File: src/rtl/fetch_sequencer.sv
// rtl/fetch_sequencer.sv - fetch PC owner: sequential fetch, redirects, stall, halt-word drain
module fetch_sequencer #(
    parameter logic [31:0] RESET_PC     = 32'd0,
    parameter logic [31:0] HALT_WORD    = 32'hFFFF_FFFF,
    parameter int          DRAIN_CYCLES = 4
) (
    input  logic        clk,
    input  logic        reset,
    input  logic        stall,
    input  logic        branch_taken,
    input  logic [31:0] branch_target,
    input  logic        jump_valid,
    input  logic [25:0] jump_target,
    input  logic [31:0] fetched_instn,
    output logic [31:0] fetch_pc,
    output logic [31:0] ifid_instn,
    output logic [31:0] ifid_pc,
    output logic        ifid_valid,
    output logic        halted,
    output logic        misalign_err,
    output logic [31:0] cycle_count,
    output logic [31:0] fetch_count,
    output logic [31:0] redirect_count
);

    typedef enum logic [1:0] {S_RUN, S_DRAIN, S_HALT} state_t;

    localparam int            CW         = (DRAIN_CYCLES > 1) ? $clog2(DRAIN_CYCLES) : 1;
    localparam logic [CW-1:0] DRAIN_LOAD = CW'(DRAIN_CYCLES - 1);

    state_t        r_state;
    logic [CW-1:0] r_drain_cnt;

    logic [31:0] w_branch_pc;
    logic [31:0] w_jump_pc;
    logic        w_branch_mis;
    logic        w_jump_mis;

    assign w_branch_pc  = {branch_target[31:2], 2'b00};
    assign w_jump_pc    = {6'b0, jump_target[25:2], 2'b00};
    assign w_branch_mis = |branch_target[1:0];
    assign w_jump_mis   = |jump_target[1:0];

    always_ff @(posedge clk) begin
        if (reset) begin
            r_state        <= S_RUN;
            r_drain_cnt    <= '0;
            fetch_pc       <= RESET_PC;
            ifid_instn     <= '0;
            ifid_pc        <= '0;
            ifid_valid     <= 1'b0;
            halted         <= 1'b0;
            misalign_err   <= 1'b0;
            cycle_count    <= '0;
            fetch_count    <= '0;
            redirect_count <= '0;
        end else begin
            case (r_state)
                S_RUN: begin
                    cycle_count <= cycle_count + 32'd1;
                    if (branch_taken) begin
                        fetch_pc       <= w_branch_pc;
                        ifid_valid     <= 1'b0;
                        redirect_count <= redirect_count + 32'd1;
                        if (w_branch_mis) misalign_err <= 1'b1;
                    end else if (stall) begin
                        // frozen: only cycle_count advances
                    end else if (jump_valid) begin
                        fetch_pc       <= w_jump_pc;
                        ifid_valid     <= 1'b0;
                        redirect_count <= redirect_count + 32'd1;
                        if (w_jump_mis) misalign_err <= 1'b1;
                    end else if (fetched_instn == HALT_WORD) begin
                        ifid_valid  <= 1'b0;
                        r_drain_cnt <= DRAIN_LOAD;
                        r_state     <= S_DRAIN;
                    end else begin
                        ifid_instn  <= fetched_instn;
                        ifid_pc     <= fetch_pc;
                        ifid_valid  <= 1'b1;
                        fetch_pc    <= fetch_pc + 32'd4;
                        fetch_count <= fetch_count + 32'd1;
                    end
                end
                S_DRAIN: begin
                    cycle_count <= cycle_count + 32'd1;
                    ifid_valid  <= 1'b0;
                    // an older branch resolving now cancels the halt
                    if (branch_taken) begin
                        fetch_pc       <= w_branch_pc;
                        redirect_count <= redirect_count + 32'd1;
                        if (w_branch_mis) misalign_err <= 1'b1;
                        r_drain_cnt    <= '0;
                        r_state        <= S_RUN;
                    end else if (r_drain_cnt == '0) begin
                        halted  <= 1'b1;
                        r_state <= S_HALT;
                    end else begin
                        r_drain_cnt <= r_drain_cnt - CW'(1);
                    end
                end
                S_HALT: begin
                end
                default: r_state <= S_RUN;
            endcase
        end
    end

endmodule

File: config.mk
export PLATFORM = sky130hd
export DESIGN_NAME = fetch_sequencer
export DESIGN_NICKNAME = d
export VERILOG_FILES = /design/src/rtl/fetch_sequencer.sv
export SDC_FILE = /design/constraint.sdc
export NUM_CORES = 1
export LEC_CHECK = 0
export ABC_AREA = 1
export CORE_MARGIN = 4
export CORE_UTILIZATION = 35
export CTS_BUF_LIST = sky130_fd_sc_hd__clkbuf_8
export CTS_CLUSTER_SIZE = 30
export DETAILED_ROUTE_END_ITERATION = 6
export DONT_BUFFER_PORTS = 1
export PLACE_DENSITY = 0.57
export SLEW_MARGIN = 25
export SYNTH_ARGS = -nofsm -noshare
export SYNTH_HDL_FRONTEND = slang
export SYNTH_SLANG_ARGS = --single-unit
File: constraint.sdc
create_clock -name clk -period 3.15 [get_ports clk]
set_input_delay 0.4725 -clock clk [delete_from_list [all_inputs] [get_ports clk]]
set_output_delay 0.4725 -clock clk [all_outputs]
set_load 0.005 [all_outputs]
# Yosys cells after proc, flatten, opt, wreduce, memory -nomap -nowiden
# Cells that the tools add are included.
# totals
ff_bits	199
input_bits	95
out_inout_bits	195
word_cells	86
# op_classes
addsub	5
n_eq_ne	14
n_mux	37
n_bitwise	5
n_reduce_logical	14
# op_table
op	count
two-way mux 32 bit	9
one-hot mux 32 bit (2 select lines)	2
adder 32 x 1 -> 32 bit, second input constant	3
adder 32 x 3 -> 32 bit, second input constant	1
equality test 32 bit, second input constant	1
two-way mux 2 bit	12
!= test 3 bit, second input constant	5
AND reduction 6 bit	2
two-way mux 1 bit	10
!= test 2 bit, second input constant	5
AND reduction 5 bit	2
AND reduction 4 bit	2
one-hot mux 2 bit (3 select lines)	1
OR reduction 2 bit	3
NOT 1 bit	5
zero test 2 bit	2
!= test 4 bit, second input constant	1
one-hot mux 1 bit (2 select lines)	2
one-hot mux 2 bit (2 select lines)	1
AND reduction 3 bit	1
equality test 2 x 1 -> 1 bit, second input constant	1
equality test 2 bit, second input constant	1
AND reduction 2 bit	1
nonzero test 2 bit	1
subtractor 2 x 1 -> 2 bit, second input constant	1

# Logic depth before layout (Yosys ltp)
# logic_depth
word_depth	6
depth_mapped	13

# Worst setup path after synthesis
# OpenSTA, ideal clock, no wires.
# synth_timing
path_type	register to register
startpoint	reg fetch_count[0]
endpoint	reg fetch_count[16]
t_arrival_ps	1567
setup_slack_ps	1451
path_stages_with_launch	8
path_buffers	0
synth_period_minus_slack_ps	1699
cell_sequence	dfxtp_1 > ha_1 > nand3_1 > nor3_1 > nand3_1 > xnor2_1 > nand2_1 > a21oi_1
# synth_via
elab_chain_len	1
# synth_lines
item	line	source
from (decl)	22	output logic [31:0] fetch_count,
from (signal assigned)	82	fetch_count <= fetch_count + 32'd1;
adder 32 x 1 -> 32 bit	82	
# Every way passes these cells.
# A chain may end at the register's enable or synchronous reset.

# Final worst setup path
# layout_timing
startpoint	reg r_state[1]
endpoint	reg fetch_count[7]
# layout_via
elab_chain_len	2
# layout_lines
item	line	source
from (decl)	31	state_t r_state;
from (signal assigned)	46	r_state <= S_RUN;
from (signal assigned)	76	r_state <= S_DRAIN;
from (signal assigned)	94	r_state <= S_RUN;
zero test 2 bit	58	case (r_state)
AND reduction 5 bit (no line)	--	
# Every way passes these cells.

==> results.ini <==
[outcome]
status=finished, final reports clean

[cts]
postCtsHoldBufs=6
cts.path.max_buffers=2
htreeDepth=4
cts_setup_buffers=0
clock_latency_ns=0.51
clockRootBuffer=clkbuf_8
clock-sinks=195
clkTransAtPathRegs_ns=0.11
cts_tree=built
cts_buffers=17
cts_resized=0

[setup_path]
end_kind=register
cp.arrival_ns=2.85
reg2reg_depth=8
cpMaxStageDelayCell=dfxtp_1
critPathMaxStageDelay_ns=0.50
rr_endpoint=fetch_count[7]
timing.rr.start=r_state[1]
setup.worst_path.start_class=register
crit_type=reg2reg
worstPathRequired_ns=3.55
crit_top_cell=nor2_2
worstPathCellList=nor2_2 -> nand2_1 -> nor2_2 -> nand2_4 -> inv_4 -> buf_4 -> nand3_1 -> and3_1
cpLargestDelayFamily=simple AND/OR/NAND/NOR gates
path_buf_inv=2
reg2reg_slack_ns=0.70
cp_max_fo=44
crit_start=r_state[1]

[sta]
final.period_utilization_pct=77.6
max_freq_ghz=0.409
setup_tns_ns=0
setup_viol_count_final=0
rsz0062_at_grt=no
fin_crit_ns=2.45
finalHoldViolCount=0
slew_violations=0
relSlewSlack_pct=33.1
finClkSkew_ns=0.0294
tightest_slew_ns=1.00

[floorplanning]
rows=63
die_h_um=183
die_area_mm2=0.0336
io_pins=290
die_w_um=183
start_util_pct=35.9
coreArea_mm2=0.0300

[placed_design]
place_area_mm2=0.0110
place_congestion=0.918
placed_cells=2070
hpwl_um=27300
port_buffers=0

[logic_synthesis]
ys_warn_count=0
yosys.area.top_type=dfxtp_1
synth_top_cell_area_share_pct=36.3
synth_area_per_cell_um2=6.21
synth_cell_types=39
synthCells=1733
seq_area_frac_synth_pct=36.3
synth.most_common_cell=nand2_1
synth.area.top_cells=dfxtp_1 36%, nand2_1 19%, nor2_1 10%, a21oi_1 5.7%, o21ai_0 4.7%
ys.flop_type=dfxtp_1
synth_common_cells=550 x nand2_1, 291 x nor2_1, 195 x dfxtp_1, 130 x inv_1, 122 x a21oi_1
synth_area_mm2=0.0108
ys_async_sr_fraction_pct=0
ys_ff_latch=195
synth_edf_count=0

[drt]
wirelength_um=37800
final_antenna_net_count=0
drt_iter0_drc=745
avgViaCountPerCell=5.18
vias=10900
wire_per_inst_um=17.9
drt_pass1_iterations=5
drc=0

[job]
max_cap_violations=0

[worst_hold_path]
hold_depth=1
whs_endpoint=cycle_count[13]
holdCritStartpoint=reset
min_path_type=in2reg

[layout]
fin_cells=2110
nets=1805
drive_gt1_share_pct=5.41
syn2layout_area_growth_pct=6.58
fin_util_pct=38.3
final_area_mm2=0.0115

[power_and_ir_drop]
p_leak_nw=4.10
vdd_drop_max_v=0.000213
p_total_mw=4.75
pwr_density_cell_mw_per_mm2=414

[global_route]
grt_max_degree=101
grt_overflow=0
grt_antenna_before_repair=2
grt_pass1_wl_um=59200
grt_pass1_vias=10500
grt_util_all_layers_pct=22.1

## stage by stage
step / setup WS [ns] / hold WS, ns
after floorplan: 1.45 / 0.434
after global routing: 0.446 / 0.00959
after CTS: 0.682 / 0.00592
final: 0.705 / 0.0521
after detailed placement: 0.656 / 0.464
after global placement: 0.699 / 0.448
## kinds of logic (layout without fill, tap and decap cells)
| group | after synthesis | count (layout) | share of synthesized area (%) |
|---|---|---|---|
| AO/OA/AOI/OAI | 262 | 262 | 13.3 |
| adder cells (fa/ha/maj) | 5 | 5 | 0.581 |
| flip-flops | 195 | 195 | 36.3 |
| other | 1 | 6 | 0.0348 |
| buffers and inverters | 205 | 187 | 8.09 |
| XOR/XNOR | 23 | 23 | 1.87 |
| AND/OR/NAND/NOR | 1042 | 1042 | 39.9 |
## final cells by class
cell class | instances | area [µm²]
fill | 3310 | 18500
multi-input combinational | 1336 | 6000
sequential | 195 | 3900
inverter | 139 | 526
tap | 390 | 488
clock buffer | 17 | 234
timing repair buffer | 16 | 170
clock inverter | 15 | 145
antenna | 2 | 5.00
## registers in the layout, summed over array words and instances (netlist names)
register / flops
r_state: 2
fetch_pc: 30
redirect_count: 32
fetch_count: 32
ifid_instn: 32
cycle_count: 32
ifid_pc: 30
r_drain_cnt: 2
misalign_err: 1
halted: 1
ifid_valid: 1
## power by group
| group | leakage, nW | total (mW) | switching (mW) | internal (mW) |
|---|---|---|---|---|
| logic | 2.32 | 0.430 | 0.296 | 0.134 |
| registers | 1.59 | 2.67 | 0.122 | 2.55 |
| clock network | 0.192 | 1.65 | 1.06 | 0.585 |
| total | 4.10 | 4.75 | 1.48 | 3.27 |
## routing by layer
metal / part of all wire, % / track usage (%) / vias up
met5: 0 / 0 / -
met4: 3.6 / 9.00 / 0
met3: 9.2 / 7.12 / 68
met2: 45 / 35.9 / 381
met1: 42 / 27.2 / 4994
li1: - / - / 5477
## worst max path at each step
stage / slack [ns] / end / cells after the start
floorplan: 1.45 / fetch_count[16] / 7
global placement: 0.70 / ifid_pc[21] / 10
detailed placement: 0.66 / ifid_pc[13] / 10
CTS: 0.68 / fetch_count[7] / 8
global route: 0.45 / fetch_count[12] / 9
finish: 0.70 / fetch_count[7] / 8
## cells in the final DEF (no fill, tap or decap), types with 3 or more instances in the layout
master / netlist / layout
nor2_2: 8 / 8
inv_8: 0 / 4
inv_1: 130 / 130
and3_1: 4 / 4
o21ai_0: 102 / 102
or2_2: 5 / 5
conb_1: 1 / 4
nand2_1: 550 / 550
nand4_1: 14 / 14
a21oi_2: 20 / 20
inv_6: 0 / 3
nand3b_1: 17 / 17
xnor2_1: 6 / 6
xor2_1: 17 / 17
clkbuf_8: 0 / 17
inv_2: 9 / 8
nor2_1: 291 / 291
buf_4: 9 / 8
nor4_1: 3 / 3
buf_12: 0 / 3
ha_1: 5 / 5
a31oi_1: 3 / 3
dlygate4sd3_1: 0 / 5
nor3_1: 42 / 42
o21bai_1: 4 / 4
o211ai_1: 5 / 5
dfxtp_1: 195 / 195
a21oi_1: 122 / 122
nand3_1: 100 / 100
(Power assumes the default switching activity.)
